`config.mk`:
```
export PLATFORM = sky130hd
export DESIGN_NAME = wb_trace_buffer
export DESIGN_NICKNAME = d
export VERILOG_FILES = /design/src/rtl/wb_trace_buffer.sv
export SDC_FILE = /design/constraint.sdc
export NUM_CORES = 1
export LEC_CHECK = 0
export CAP_MARGIN = 5
export CORE_MARGIN = 10
export CORE_UTILIZATION = 40
export CTS_BUF_LIST = sky130_fd_sc_hd__clkbuf_8
export CTS_CLUSTER_SIZE = 40
export DETAILED_ROUTE_END_ITERATION = 10
export GPL_ROUTABILITY_DRIVEN = 0
export SLEW_MARGIN = 0
export SYNTH_ARGS = -nofsm -noshare
export SYNTH_HDL_FRONTEND = slang
export SYNTH_SLANG_ARGS = --single-unit
```
`constraint.sdc`:
```
create_clock -name clk -period 10.7 [get_ports clk]
set_clock_uncertainty 0.2 [all_clocks]
set_input_delay 3.21 -clock clk [delete_from_list [all_inputs] [get_ports clk]]
set_output_delay 3.21 -clock clk [all_outputs]
set_load 0.005 [all_outputs]
```
`src/rtl/wb_trace_buffer.sv`:
```
// Write-back commit trace FIFO: captures WB-stage register writes and presents them
// first-word-fall-through to a consumer, dropping (and counting) events when full.
module wb_trace_buffer #(
  parameter int unsigned DEPTH = 8,
  parameter int unsigned AW    = 3
) (
  input  logic          clk,
  input  logic          reset,
  input  logic          wb_valid,
  input  logic [31:0]   wb_pc,
  input  logic [4:0]    wb_reg,
  input  logic [31:0]   wb_data,
  output logic          out_valid,
  input  logic          out_ready,
  output logic [31:0]   out_pc,
  output logic [4:0]    out_reg,
  output logic [31:0]   out_data,
  output logic [AW:0]   level,
  output logic          full,
  output logic [15:0]   overflow_cnt
);

  localparam int unsigned EntryW = 69;

  logic [EntryW-1:0] mem_q [DEPTH];
  logic [AW-1:0]     wp_q, wp_d;
  logic [AW-1:0]     rp_q, rp_d;
  logic [AW:0]       level_q, level_d;
  logic [15:0]       ovf_q, ovf_d;

  logic push, pop, accept, drop;
  logic [EntryW-1:0] head;

  assign full      = (level_q == (AW+1)'(DEPTH));
  assign out_valid = (level_q != '0);
  assign level     = level_q;
  assign overflow_cnt = ovf_q;

  // Writes to $0 are architecturally invisible, so they never enter the trace.
  assign push   = wb_valid && (wb_reg != 5'd0);
  assign pop    = out_valid && out_ready;
  // A pop in the same cycle frees a slot, so a full buffer still accepts.
  assign accept = push && (!full || pop);
  assign drop   = push && full && !pop;

  always_comb begin
    wp_d    = wp_q;
    rp_d    = rp_q;
    level_d = level_q;
    ovf_d   = ovf_q;
    if (accept) begin
      wp_d = wp_q + AW'(1);
    end
    if (pop) begin
      rp_d = rp_q + AW'(1);
    end
    unique case ({accept, pop})
      2'b10:   level_d = level_q + (AW+1)'(1);
      2'b01:   level_d = level_q - (AW+1)'(1);
      default: level_d = level_q;
    endcase
    if (drop && (ovf_q != 16'hFFFF)) begin
      ovf_d = ovf_q + 16'd1;
    end
  end

  always_ff @(posedge clk) begin
    if (!reset) begin
      wp_q    <= '0;
      rp_q    <= '0;
      level_q <= '0;
      ovf_q   <= '0;
    end else begin
      wp_q    <= wp_d;
      rp_q    <= rp_d;
      level_q <= level_d;
      ovf_q   <= ovf_d;
    end
  end

  // Storage needs no reset; entries are only read while level is non-zero.
  always_ff @(posedge clk) begin
    if (reset && accept) begin
      mem_q[wp_q] <= {wb_pc, wb_reg, wb_data};
    end
  end

  always_comb begin
    head = out_valid ? mem_q[rp_q] : '0;
  end

  assign out_pc   = head[68:37];
  assign out_reg  = head[36:32];
  assign out_data = head[31:0];

endmodule

```
## Word level (Yosys, flattened, before mapping)

Memories as Yosys holds them, arrays and structs flattened. A register that Yosys moved wholly into a read port is not among the register bits.
Cells that the tools add are included.

| word-level totals | value |
|---|---|
| flip-flop bits (word level) | 26 |
| memory bits (writable) | 552 |
| bits of input ports | 73 |
| output and inout port bits | 91 |
| logic and storage cells | 33 |
| memories kept | 1 |

| operators by class | value |
|---|---|
| add/subtract/negate cells | 5 |
| eq/ne operators | 4 |
| muxes and demuxes | 6 |
| reduce and logical (&&, ||, !) cells | 13 |

Memories:

| name | depth | width | read ports | clocked after memory_dff | wr ports | RTL line | RTL |
|---|---|---|---|---|---|---|---|
| mem_q | 8 | 69 | 1 | 1 | 1 | 25 | `logic [EntryW-1:0] mem_q [DEPTH];` |

Operators by type and width:

| cell | count |
|---|---|
| 69-bit two-way mux | 1 |
| 16-bit by 1-bit adder with 16-bit output (second input constant) | 1 |
| 16-bit != test (second input constant) | 1 |
| 4-bit case mux with 2 select lines | 1 |
| 1-bit logical AND | 7 |
| 3-bit by 1-bit adder with 3-bit output (second input constant) | 2 |
| 3-bit two-way mux | 2 |
| 5-bit nonzero test | 1 |
| 4-bit by 1-bit adder with 4-bit output (second input constant) | 1 |
| 4-bit equality test (second input constant) | 1 |
| 4-bit nonzero test | 1 |
| 4-bit by 1-bit subtractor with 4-bit output (second input constant) | 1 |
| 2-bit by 1-bit equality test with 1-bit output (second input constant) | 1 |
| 2-bit equality test (second input constant) | 1 |
| 1-bit logical NOT | 2 |
| 1-bit two-way mux | 2 |
| 2-bit nonzero test | 1 |
| 1-bit logical OR | 1 |

## Longest topological paths before layout

Gate-level depths: netlist (run 1).

| logic depth | value |
|---|---|
| depth after elaboration | 7 |
| mapped depth | 11 |
| gate-level depth less buffers | 11 |

## Least setup slack after synthesis (run 1)

No wires, ideal clock.

| timing | value |
|---|---|
| kind | input-to-reg |
| start | input out_ready |
| end | memory mem_q[4][0] (enable) |
| setup time | 0.581 ns |
| data arrival time | 8.703 ns |
| required time | 9.919 ns |
| slack | 1.217 ns |
| stages | 5 |
| buffers on the path | 1 |
| cell sequence | clkbuf_1 > nand2b_1 > nor2_1 > or3_1 > nor3_1 |

| on the way | value |
|---|---|
| longest elaborated chain between the ends | 6 |

RTL lines:

| element | RTL line | RTL |
|---|---|---|
| start, declared | 14 | `input logic out_ready,` |
| 1-bit logical AND | 41 | `assign pop = out_valid && out_ready;` |
| 1-bit logical OR | 43 | `assign accept = push && (!full \|\| pop);` |
| 1-bit logical AND | 43 |  |
| 1-bit logical AND | 83 | `if (reset && accept) begin` |
| 1-bit two-way mux | 83 |  |
| 1-bit two-way mux (implied by the code) | 84 | `mem_q[wp_q] <= {wb_pc, wb_reg, wb_data};` |
| end, declared | 25 |  |

No other way between the ends.

==> metrics.log, run 1 <==
[metrics] result of the run: finished clean
[metrics] initial detailed-routing violation count: 692
[metrics] Slowest-stage cell, CP: buf_4
[metrics] share of synthesized area spent on multiplexers: 0.175
[metrics] cts bufs inserted: 95
[metrics] xor-xnor portion of the synthesized cell area: 0.00117
[metrics] Register-to-Register Setup Slack: 6520 ps
[metrics] clock root cell: clkbuf_8
[metrics] CP Cell Sequence: buf_4 -> mux4_2 -> mux2i_1 -> nor2_1 -> clkdlybuf4s50_1
[metrics] termination of the worst setup path: out_pc[29]
[metrics] number of port buffers: 163
[metrics] number of max-cap violations: 0
[metrics] Lkg Pwr: 8.30 nW
[metrics] worst supply voltage drop on vdd: 0.130 mV
[metrics] Crit path buffers/inverters: 2
[metrics] DR vias: 10987
[metrics] largest family of logic cells by synthesized area: multiplexers
[metrics] register area share after synthesis: 0.761
[metrics] library cells used by synthesis: 52
[metrics] total power of the final layout: 0.00567 W
[metrics] data required time of the worst path: 7290 ps
[metrics] deepest level of the CTS H-tree: 3
[metrics] Hold Violations, Final: 0
[metrics] Critical Path Sink Type: primary output
[metrics] leading cell type in the layout, fill and taps excluded: edfxtp_1
[metrics] async set-reset flop share out of synthesis: 0
[metrics] synthesis-to-finish area growth: 19.0%
[metrics] unrepaired setup endpoints after global routing: no
[metrics] synthesized area divided by synthesized cell count: 20.9 um^2
[metrics] core area: ~55000 um^2
[metrics] number of buffers inserted by hold repair at cts: 0
[metrics] Global Route met2 Usage: 0.243
[metrics] total routing resource utilization after global routing: 0.145
[metrics] r2r startpoint: level[0]
[metrics] TritonCTS clock tree: built
[metrics] width of the chip: 257 um
[metrics] clk slew on worst S/H paths: around 50 ps
[metrics] share of synthesized cell area in and, or, nand and nor gates: 0.0368
[metrics] depth of the critical timing path with buffers and inverters included: 5
[metrics] fraction of the core area covered by cells at the end of the flow: 0.484
[metrics] initial standard-cell utilization of the core: 0.407
[metrics] destination of the worst register-to-register timing path: level[3]
[metrics] per-cell routed wire length: 22.5 um
[metrics] met1 capacity usage during global routing: 0.182
[metrics] met3 Use GR: 0.0376
[metrics] post-cts sizing count: 0
[metrics] layout cells sized above 1: 0.210
[metrics] slew at the pin closest to its max-slew limit: 1090 ps
[metrics] Final Setup Violations: 0
[metrics] area share of the leading cell type in the synthesized netlist: 0.736
[metrics] worst-case headroom to the max-slew limit: 0.271
[metrics] number of global-route vias before repair: 11918
[metrics] Critical Setup Path Class: reg -> out
[metrics] Power Density: ~210 nW/um^2
[metrics] Critical Path Source Type: register
[metrics] achievable frequency: 140 MHz
[metrics] antenna-violating nets left: 0
[metrics] maximum fanout along the worst path: 50
[metrics] Tcrit/Tclk final: 0.668
[metrics] number of antenna violations at the first check in global routing: 7
[metrics] Synth Area in Compound Gates: 0.0111
[metrics] total number of yosys warnings: 0
[metrics] number of top-level design ports: 164
[metrics] peak per-stage delay on the critical path: 870 ps
[metrics] Final min period: 7150 ps
[metrics] Worst Reg-to-Reg Cells: 12
[metrics] maximum number of pins on one net before global-route repair: 72
[metrics] cell type with the highest aggregate area in the netlist: edfxtp_1
[metrics] kind of path behind the tightest hold check: reg -> reg
[metrics] leading register cell type out of synthesis: edfxtp_1
[metrics] global-route layer with the greatest usage: met2
[metrics] fillers: 4573
[metrics] wire length of the first global-routing pass: 73.2 mm
[metrics] post-route DRC violation count: 0
[metrics] number of synthesized flops with an enable pin: 552
[metrics] die outline height: around 260 um
[metrics] clock tree sinks: 581
[metrics] synthesized-area fraction occupied by adder cells: 0.00367
[metrics] clock tree buffer depth: 3
[metrics] die area: 66200 um^2
[metrics] post-synthesis cell area: 22500 um^2
[metrics] DRT Wirelength: 47.9 mm
[metrics] max-slew violations: 0
[metrics] row count: 86
[metrics] commonest cells after routing, fill and taps aside: 552 x edfxtp_1, 163 x clkdlybuf4s50_1, 138 x mux4_2
[metrics] global route overflow: 0
[metrics] number of diodes: 0
[metrics] #FFs+latches synth: 581
[metrics] number of detailed-route iterations in the first pass: 5
[metrics] number of instances in the synthesized netlist: about 1100
[metrics] Clk Latency, worst-skew pair: around 650 ps
[metrics] arrival time at the worst endpoint: 3740 ps
[metrics] synth top area cells: edfxtp_1 74%, mux4_2 14%, mux2i_1 3.6%, dfxtp_1 2.6%, nor2_1 1.3%
[metrics] critical path's top delay family: buffers and inverters
[metrics] HPWL after DPL: 26.4 mm
[metrics] count of nets after finishing: 1383
[metrics] aggregate negative setup slack: 0 ps
[metrics] syn nets: between 1000 and 1500
[metrics] total setup buffers inserted after CTS: 0
[metrics] ratio of routed vias to standard cells: 5.16
==> cell usage after synthesis (2+ instances only) <==
cell type and instances:
a21oi_1 8, and2_1 2, buf_1 9, buf_2 16, clkbuf_1 28, dfxtp_1 29, edfxtp_1 552, ha_1 5
inv_1 5, mux2i_1 82, mux4_2 138, nand2_1 26, nand2b_1 13, nand3_1 16, nand4_1 5, nor2_1 79
nor3_1 7, nor4_1 3, nor4_2 3, o2111ai_1 2, o211a_1 2, o211ai_1 2, o21ai_0 5, o41ai_1 3
or3_1 4, or4_1 5, xnor2_1 2
==> flip-flops by register name, summed over array words and instances (netlist names), named ones only <==
name and count:
overflow_cnt 16, level 4, rp_q 3, wp_q 3, mem_q 552
==> power by group <==
group          internal (W)  switching [W]  leakage, nW
Clock              0.000897       0.000818         1.06
Combinational      0.000741       0.000619         2.02
Sequential          0.00254      0.0000552         5.22
==> per-stage QoR <==
| stage | setup slack, ps | cell area [um^2] | hold slack (ps) | std cells |
|---|---|---|---|---|
| after CTS | 3380 | 26800 | 282 | 2129 |
| after floorplan | 1220 | 22500 | 254 | 1076 |
| after global routing | 3230 | 26800 | 296 | 2129 |
| final | 3550 | 26800 | 284 | 2129 |
| after global placement | 3480 | 25100 | 261 | 1955 |
| after detailed placement | 3410 | 25100 | 271 | 1955 |
==> worst reg2reg max path: cells and delay by family (launching register included) <==
family | cells | cell delay [ps]
DFF | 1 | 380
adders and majority gates | 1 | 320
and+or+nand+nor | 6 | 1830
AOI/OAI and AO/OA | 2 | 580
buffers and inverters | 3 | 840
==> routing by layer <==
layer | vias up | share of wire
met2 | 280 | 0.50
met5 | - | 0.0019
met1 | 5709 | 0.42
met3 | 73 | 0.059
met4 | 14 | 0.017
li1 | 4911 | -
==> kinds of logic after synthesis <==
logic type | count (synthesis)
AOI/OAI and AO/OA | 33
xor gates and xnor gates | 3
adders and majority gates | 6
buffers and inverters | 60
DFF | 581
muxes | 221
and+or+nand+nor | 172
==> layout make-up <==
| cell class | instances | area (um^2) | share of cell area |
|---|---|---|---|
| Sequential cell | 581 | 17200 | 0.640 |
| Multi-Input combinational cell | 435 | 5180 | 0.193 |
| Tap cell | 748 | 936 | 0.0349 |
| Inverter | 7 | 26.3 | 0.000980 |
| Clock buffer | 102 | 1400 | 0.0523 |
| Clock inverter | 72 | 312 | 0.0116 |
| Timing Repair Buffer | 184 | 1790 | 0.0667 |
==> how the worst min path moves through the flow <==
stage | depth (start not counted) | startpoint | end | slack (ps)
floorplan | 2 | rp_q[1] | register | 250
global placement | 2 | rp_q[1] | register | 260
detailed placement | 2 | rp_q[1] | register | 270
CTS | 2 | rp_q[1] | register | 280
global route | 2 | rp_q[1] | register | 300
finish | 2 | rp_q[1] | register | 280
No activity file was read; power rests on OpenSTA's default activity.
==> run 2, diff against run 1 <==
==> constraint.sdc (replaced) <==
create_clock -name clk -period 6.5 [get_ports clk]
set_clock_uncertainty 0.2 [all_clocks]
set_input_delay 1.95 -clock clk [delete_from_list [all_inputs] [get_ports clk]]
set_output_delay 1.95 -clock clk [all_outputs]
set_load 0.005 [all_outputs]
==> metrics.log, run 2 (synthesis gave the netlist of run 1 again) <==
[metrics] result of the run: finished clean
[metrics] achievable frequency: 184 MHz
[metrics] kind of path behind the tightest hold check: reg -> reg
[metrics] area of the multi-input gates: 5200 um^2 (+0.24%)
[metrics] commonest cells after routing, fill and taps aside: 552 x edfxtp_1, 163 x clkdlybuf4s50_1, 138 x mux4_2
[metrics] number of top-level design ports: 164 (unchanged)
[metrics] max-slew violations: 0 (unchanged)
[metrics] arrival time at the worst endpoint: 3300 ps (-440 ps)
[metrics] Power Density: 358 nW/um^2 (+69%)
[metrics] leading cell type in the layout, fill and taps excluded: edfxtp_1
[metrics] number of diodes: 0 (unchanged)
[metrics] number of standard cells in the layout, taps in and fillers out: 2141 (+0.56%)
[metrics] slew at the pin closest to its max-slew limit: 1010 ps (-85.0 ps)
[metrics] count of nets after finishing: 1392 (+0.65%)
[metrics] initial detailed-routing violation count: 628 (-9.2%)
[metrics] number of detailed-route iterations in the first pass: 6 (+1)
[metrics] Clk Latency, worst-skew pair: 670 ps (+20 ps)
[metrics] post-cts sizing count: 0 (unchanged)
[metrics] width of the chip: 257 um (unchanged)
[metrics] number of buffers inserted by hold repair at cts: 0 (unchanged)
[metrics] ratio of routed vias to standard cells: 5.19 (+0.59%)
[metrics] number of flip-flops under the largest register name: 552 (unchanged)
[metrics] aggregate negative setup slack: 0 ps (unchanged)
[metrics] Final min period: 5450 ps
[metrics] number of port buffers: 163 (unchanged)
[metrics] die outline height: 257 um (unchanged)
[metrics] maximum fanout along the worst path: 34 (-32%)
[metrics] HPWL after DPL: 27.4 mm (+3.8%)
[metrics] TritonCTS clock tree: built
[metrics] global route overflow: 0 (unchanged)
[metrics] number of antenna violations at the first check in global routing: 5 (-2)
[metrics] DR vias: 11114 (+1.2%)
[metrics] post-route DRC violation count: 0 (unchanged)
[metrics] Critical Path Source Type: register
[metrics] fraction of the core area covered by cells at the end of the flow: 0.492 (+0.00786)
[metrics] antenna-violating nets left: 0 (unchanged)
[metrics] clock tree buffer depth: 3 (unchanged)
[metrics] maximum number of pins on one net before global-route repair: 70 (-2.8%)
[metrics] worst supply voltage drop on vdd: 0.229 mV (+77%)
[metrics] worst-case headroom to the max-slew limit: 0.330 (+0.0584)
[metrics] Storage cell area: 17200 um^2 (unchanged)
[metrics] total setup buffers inserted after CTS: 0 (unchanged)
[metrics] Tcrit/Tclk final: 0.838
[metrics] fillers: 4543 (-0.66%)
[metrics] wire length of the first global-routing pass: 75.3 mm (+2.9%)
[metrics] Final Setup Violations: 0 (unchanged)
[metrics] core area: 55400 um^2 (unchanged)
[metrics] total routing resource utilization after global routing: 0.149 (+0.00342)
[metrics] clk slew on worst S/H paths: 60 ps (about the same)
[metrics] number of global-route vias before repair: 12245 (+2.7%)
[metrics] clock tree sinks: 581 (unchanged)
[metrics] placed cell count: 1962 (+0.36%)
[metrics] Critical Setup Path Class: reg -> out
[metrics] cts bufs inserted: 97 (+2.1%)
[metrics] register name with the most flops: mem_q
[metrics] number of max-cap violations: 0 (unchanged)
[metrics] Critical Path Sink Type: primary output
[metrics] data required time of the worst path: 4350 ps (-2940 ps)
[metrics] unrepaired setup endpoints after global routing: no
[metrics] Hold Violations, Final: 0 (unchanged)
[metrics] deepest level of the CTS H-tree: 3 (unchanged)
[metrics] row count: 86 (unchanged)
[metrics] die area: 66200 um^2 (unchanged)
[metrics] DRT Wirelength: 49.2 mm (+2.7%)
[metrics] layout cells sized above 1: 0.225 (+0.0147)
[metrics] synthesis-to-finish area growth: 21.0%
[metrics] Lkg Pwr: 8.43 nW (+1.6%)
[metrics] clock root cell: clkbuf_8
[metrics] per-cell routed wire length: 23.0 um (+2.1%)
[metrics] initial standard-cell utilization of the core: 0.407 (unchanged)
==> run 2: cell types whose count changed in the layout (fill, tap and decap cells not counted), sizes merged <==
cell | before | now
bufinv | 1 | 8
clkinvlp | 1 | 0
buf | 21 | 28
clkinv | 21 | 36
inv | 56 | 42
clkbuf | 102 | 100
==> run 2: path summary, 6_finish.rpt <==
path	slack (ps)	depth (start not counted)	from	to
setup / recovery	1050	5	register	out_pc[6]
setup reg to reg	3330	12	level[0]	level[3]
hold / removal	300	2	overflow_cnt[14]	overflow_cnt[14]
hold reg to reg	300	2	overflow_cnt[14]	overflow_cnt[14]
==> run 2: where the power goes <==
part	total (W)	internal [W]	switching [W]
logic	0.00227	0.00127	0.000998
registers	0.00432	0.00418	0.000133
clock network	0.00316	0.00175	0.00141
total	0.00975	0.00721	0.00254
==> run 2: routing by layer <==
layer | track usage | vias to the layer above | share of wire
met4 | 0.0464 | 10 | 0.016
met3 | 0.0367 | 75 | 0.052
li1 | - | 4935 | -
met1 | 0.187 | 5848 | 0.43
met5 | 0 | - | 0.0013
met2 | 0.249 | 246 | 0.50
==> run 2: layout make-up <==
class	instances	area share
clock inverter	79	0.0201
clock buffer	100	0.0505
multi-input combinational	435	0.191
sequential	581	0.630
timing repair buffer	191	0.0735
tap	748	0.0343
inverter	7	0.000964
==> run 2: metrics by stage <==
step	setup WS (ps)	total power, W	hold slack (ps)	instance area (um^2)
2_1_floorplan	-1720	0.00563	254	22500
3_3_place_gp	1270	0.00673	276	25300
3_5_place_dp	1190	0.00675	285	25300
4_1_cts	898	0.00994	295	27300
5_1_grt	822	0.0103	337	27300
6_report	1050	0.00975	296	27300
==> run 2: worst max-delay path: stages (launching register included) <==
cell and delay (ps):
dfxtp_4 860, buf_12 350, mux4_2 550, mux2i_1 290
nor2_1 90, clkdlybuf4s50_1 470
==> run 3, diff against run 2 <==
==> constraint.sdc (replaced) <==
create_clock -name clk -period 4.84 [get_ports clk]
set_clock_uncertainty 0.2 [all_clocks]
set_input_delay 1.452 -clock clk [delete_from_list [all_inputs] [get_ports clk]]
set_output_delay 1.452 -clock clk [all_outputs]
set_load 0.005 [all_outputs]
==> metrics.log, run 3 (synthesis gave the netlist of run 1 again) <==
[metrics] result of the run: finished clean
[metrics] layout cells sized above 1: 0.233 (+0.00831)
[metrics] Register-to-Register Setup Slack: 1650 ps (-1680 ps)
[metrics] Combinational Power Share: 0.258 (+0.025)
[metrics] Clk Latency, worst-skew pair: 660 ps (about the same)
[metrics] ratio of routed vias to standard cells: 5.20 (+0.12%)
[metrics] width of the chip: 257 um (unchanged)
[metrics] HPWL after DPL: 29.6 mm (+7.9%)
[metrics] number of top-level design ports: 164 (unchanged)
[metrics] total routing resource utilization after global routing: 0.150 (+0.00199)
[metrics] synthesis-to-finish area growth: 21.3%
[metrics] unrepaired setup endpoints after global routing: no
[metrics] maximum number of pins on one net before global-route repair: 53 (-24%)
[metrics] initial detailed-routing violation count: 656 (+4.5%)
[metrics] core area: 55400 um^2 (unchanged)
[metrics] switching part of the total: 0.272 (+0.0113)
[metrics] cell area reported after detailed placement: 25700 um^2 (+1.3%)
[metrics] number of buffers inserted by hold repair at cts: 0 (unchanged)
[metrics] slew at the pin closest to its max-slew limit: 1020 ps (+15.3 ps)
[metrics] initial standard-cell utilization of the core: 0.407 (unchanged)
[metrics] number of detailed-route iterations in the first pass: 5 (-1)
[metrics] clock root cell: clkbuf_8
[metrics] antenna-violating nets left: 0 (unchanged)
[metrics] DR vias: 11226 (+1.0%)
[metrics] number of cells on the worst hold path: 2 (unchanged)
[metrics] row count: 86 (unchanged)
[metrics] count of nets after finishing: 1415 (+1.7%)
[metrics] number of flip-flops under the largest register name: 552 (unchanged)
[metrics] Critical Path Source Type: register
[metrics] part of the total power dissipated in the clock network: 0.294 (-0.030)
[metrics] leading cell type in the layout, fill and taps excluded: edfxtp_1
[metrics] cts bufs inserted: 93 (-4.1%)
[metrics] Final Setup Violations: 0 (unchanged)
[metrics] aggregate negative setup slack: 0 ps (unchanged)
[metrics] wire length of the first global-routing pass: 76.2 mm (+1.1%)
[metrics] per-cell routed wire length: 23.0 um (+0.13%)
[metrics] achievable frequency: 218 MHz
[metrics] clock tree buffer depth: 3 (unchanged)
[metrics] summed area of non-filler cells in the final layout: 27300 um^2 (+0.25%)
[metrics] kind of path behind the tightest hold check: reg -> reg
[metrics] maximum fanout along the worst path: 32 (-5.9%)
[metrics] Power Density: 465 nW/um^2 (+30%)
[metrics] clock tree sinks: 581 (unchanged)
[metrics] number of global-route vias before repair: 12115 (-1.1%)
[metrics] DRT Wirelength: 49.7 mm (+1.0%)
[metrics] Critical Setup Path Class: reg -> out
[metrics] worst-case headroom to the max-slew limit: 0.318 (-0.0118)
[metrics] data required time of the worst path: 3190 ps (-1160 ps)
[metrics] number of port buffers: 163 (unchanged)
[metrics] Final min period: 4580 ps
[metrics] TritonCTS clock tree: built
[metrics] global route overflow: 0 (unchanged)
[metrics] final critical-path setup slack: 261 ps (-792 ps)
[metrics] number of antenna violations at the first check in global routing: 5 (unchanged)
[metrics] arrival time at the worst endpoint: 2930 ps (-370 ps)
[metrics] fillers: 4533 (-0.22%)
[metrics] commonest cells after routing, fill and taps aside: 552 x edfxtp_1, 163 x clkdlybuf4s50_1, 138 x mux4_2
[metrics] number of max-cap violations: 0 (unchanged)
[metrics] internal power consumption: 0.00926 W (+28%)
[metrics] Hold Violations, Final: 0 (unchanged)
[metrics] die outline height: 257 um (unchanged)
[metrics] Lkg Pwr: 8.43 nW (unchanged)
[metrics] register name with the most flops: mem_q
[metrics] number of diodes: 0 (unchanged)
[metrics] Tcrit/Tclk final: 0.946
[metrics] Flop pwr share: 0.449 (+0.006)
[metrics] deepest level of the CTS H-tree: 3 (unchanged)
[metrics] max-slew violations: 0 (unchanged)
[metrics] Switching Power: 0.00346 W (+36%)
[metrics] Worst Reg-to-Reg Cells: 12 (unchanged)
[metrics] Critical Path Sink Type: primary output
[metrics] pre-CTS WS: 392 ps (-795 ps)
[metrics] die area: 66200 um^2 (unchanged)
[metrics] worst supply voltage drop on vdd: 0.281 mV (+23%)
[metrics] clk slew on worst S/H paths: 60 ps (about the same)
[metrics] post-route DRC violation count: 0 (unchanged)
==> run 3: changes by cell type in the layout (fill, tap and decap cells not counted), moves of 2 or more <==
| cell | delta |
|---|---|
| buf_4 | +17 |
| clkinv_1 | +9 |
| clkinvlp_4 | +4 |
| nor3_4 | +2 |
| nor3_2 | -2 |
| bufinv_16 | -8 |
| clkbuf_8 | -4 |
| inv_1 | -6 |
| buf_12 | +9 |
==> run 3: cell type report <==
class,instances,area [um^2],area share
clock buffer,96,1320,0.0484
clock inverter,75,323,0.0118
inverter,7,26.3,0.000962
multi-input combinational,435,5210,0.191
sequential,581,17200,0.628
tap,748,936,0.0343
timing repair buffer,218,2340,0.0856
==> run 3: through the flow <==
stage,power (W),instances,hold slack (ps),utilization
after floorplan,0.00756,1076,254,-
after global placement,0.00916,1987,261,0.463
after detailed placement,0.00917,1987,263,0.463
after CTS,0.0130,2160,281,0.493
after global routing,0.0134,2160,310,0.493
final,0.0127,2160,277,0.493
==> run 3: timing repair <==
action | CTS | global route
endpoints found under the setup margin | 4 | 0
resized for setup | 1 | 0
buffers inserted | 2 | 0
==> run 3: metal layers <==
layer | vias up | track usage | wire (um)
met5 | - | 0 | 70
met4 | 10 | 0.0474 | 726
met3 | 65 | 0.0375 | 2840
met2 | 258 | 0.242 | 24200
met1 | 5898 | 0.199 | 21900
li1 | 4995 | - | -
==> run 3: power groups by stage <==
stage               Clock [W]  Sequential, W  Combinational (W)
finish                0.00373        0.00570            0.00327
global route          0.00411        0.00571            0.00357
CTS                   0.00386        0.00571            0.00339
detailed placement          0        0.00584            0.00333
global placement            0        0.00584            0.00332
floorplan                   0        0.00576            0.00180
==> run 3: worst max-delay path: stages, from the launching register on <==
cell and delay (ps):
dfxtp_4 700, buf_4 350, mux4_2 240, mux2i_1 70
nor2_1 310, clkdlybuf4s50_1 580
==> run 3: worst paths after layout <==
kind / startpoint / endpoint
worst max-delay path: register / out_data[9]
worst min-delay path: rp_q[1] / register
worst max register to register: level[0] / level[3]
worst min register to register: rp_q[1] / register
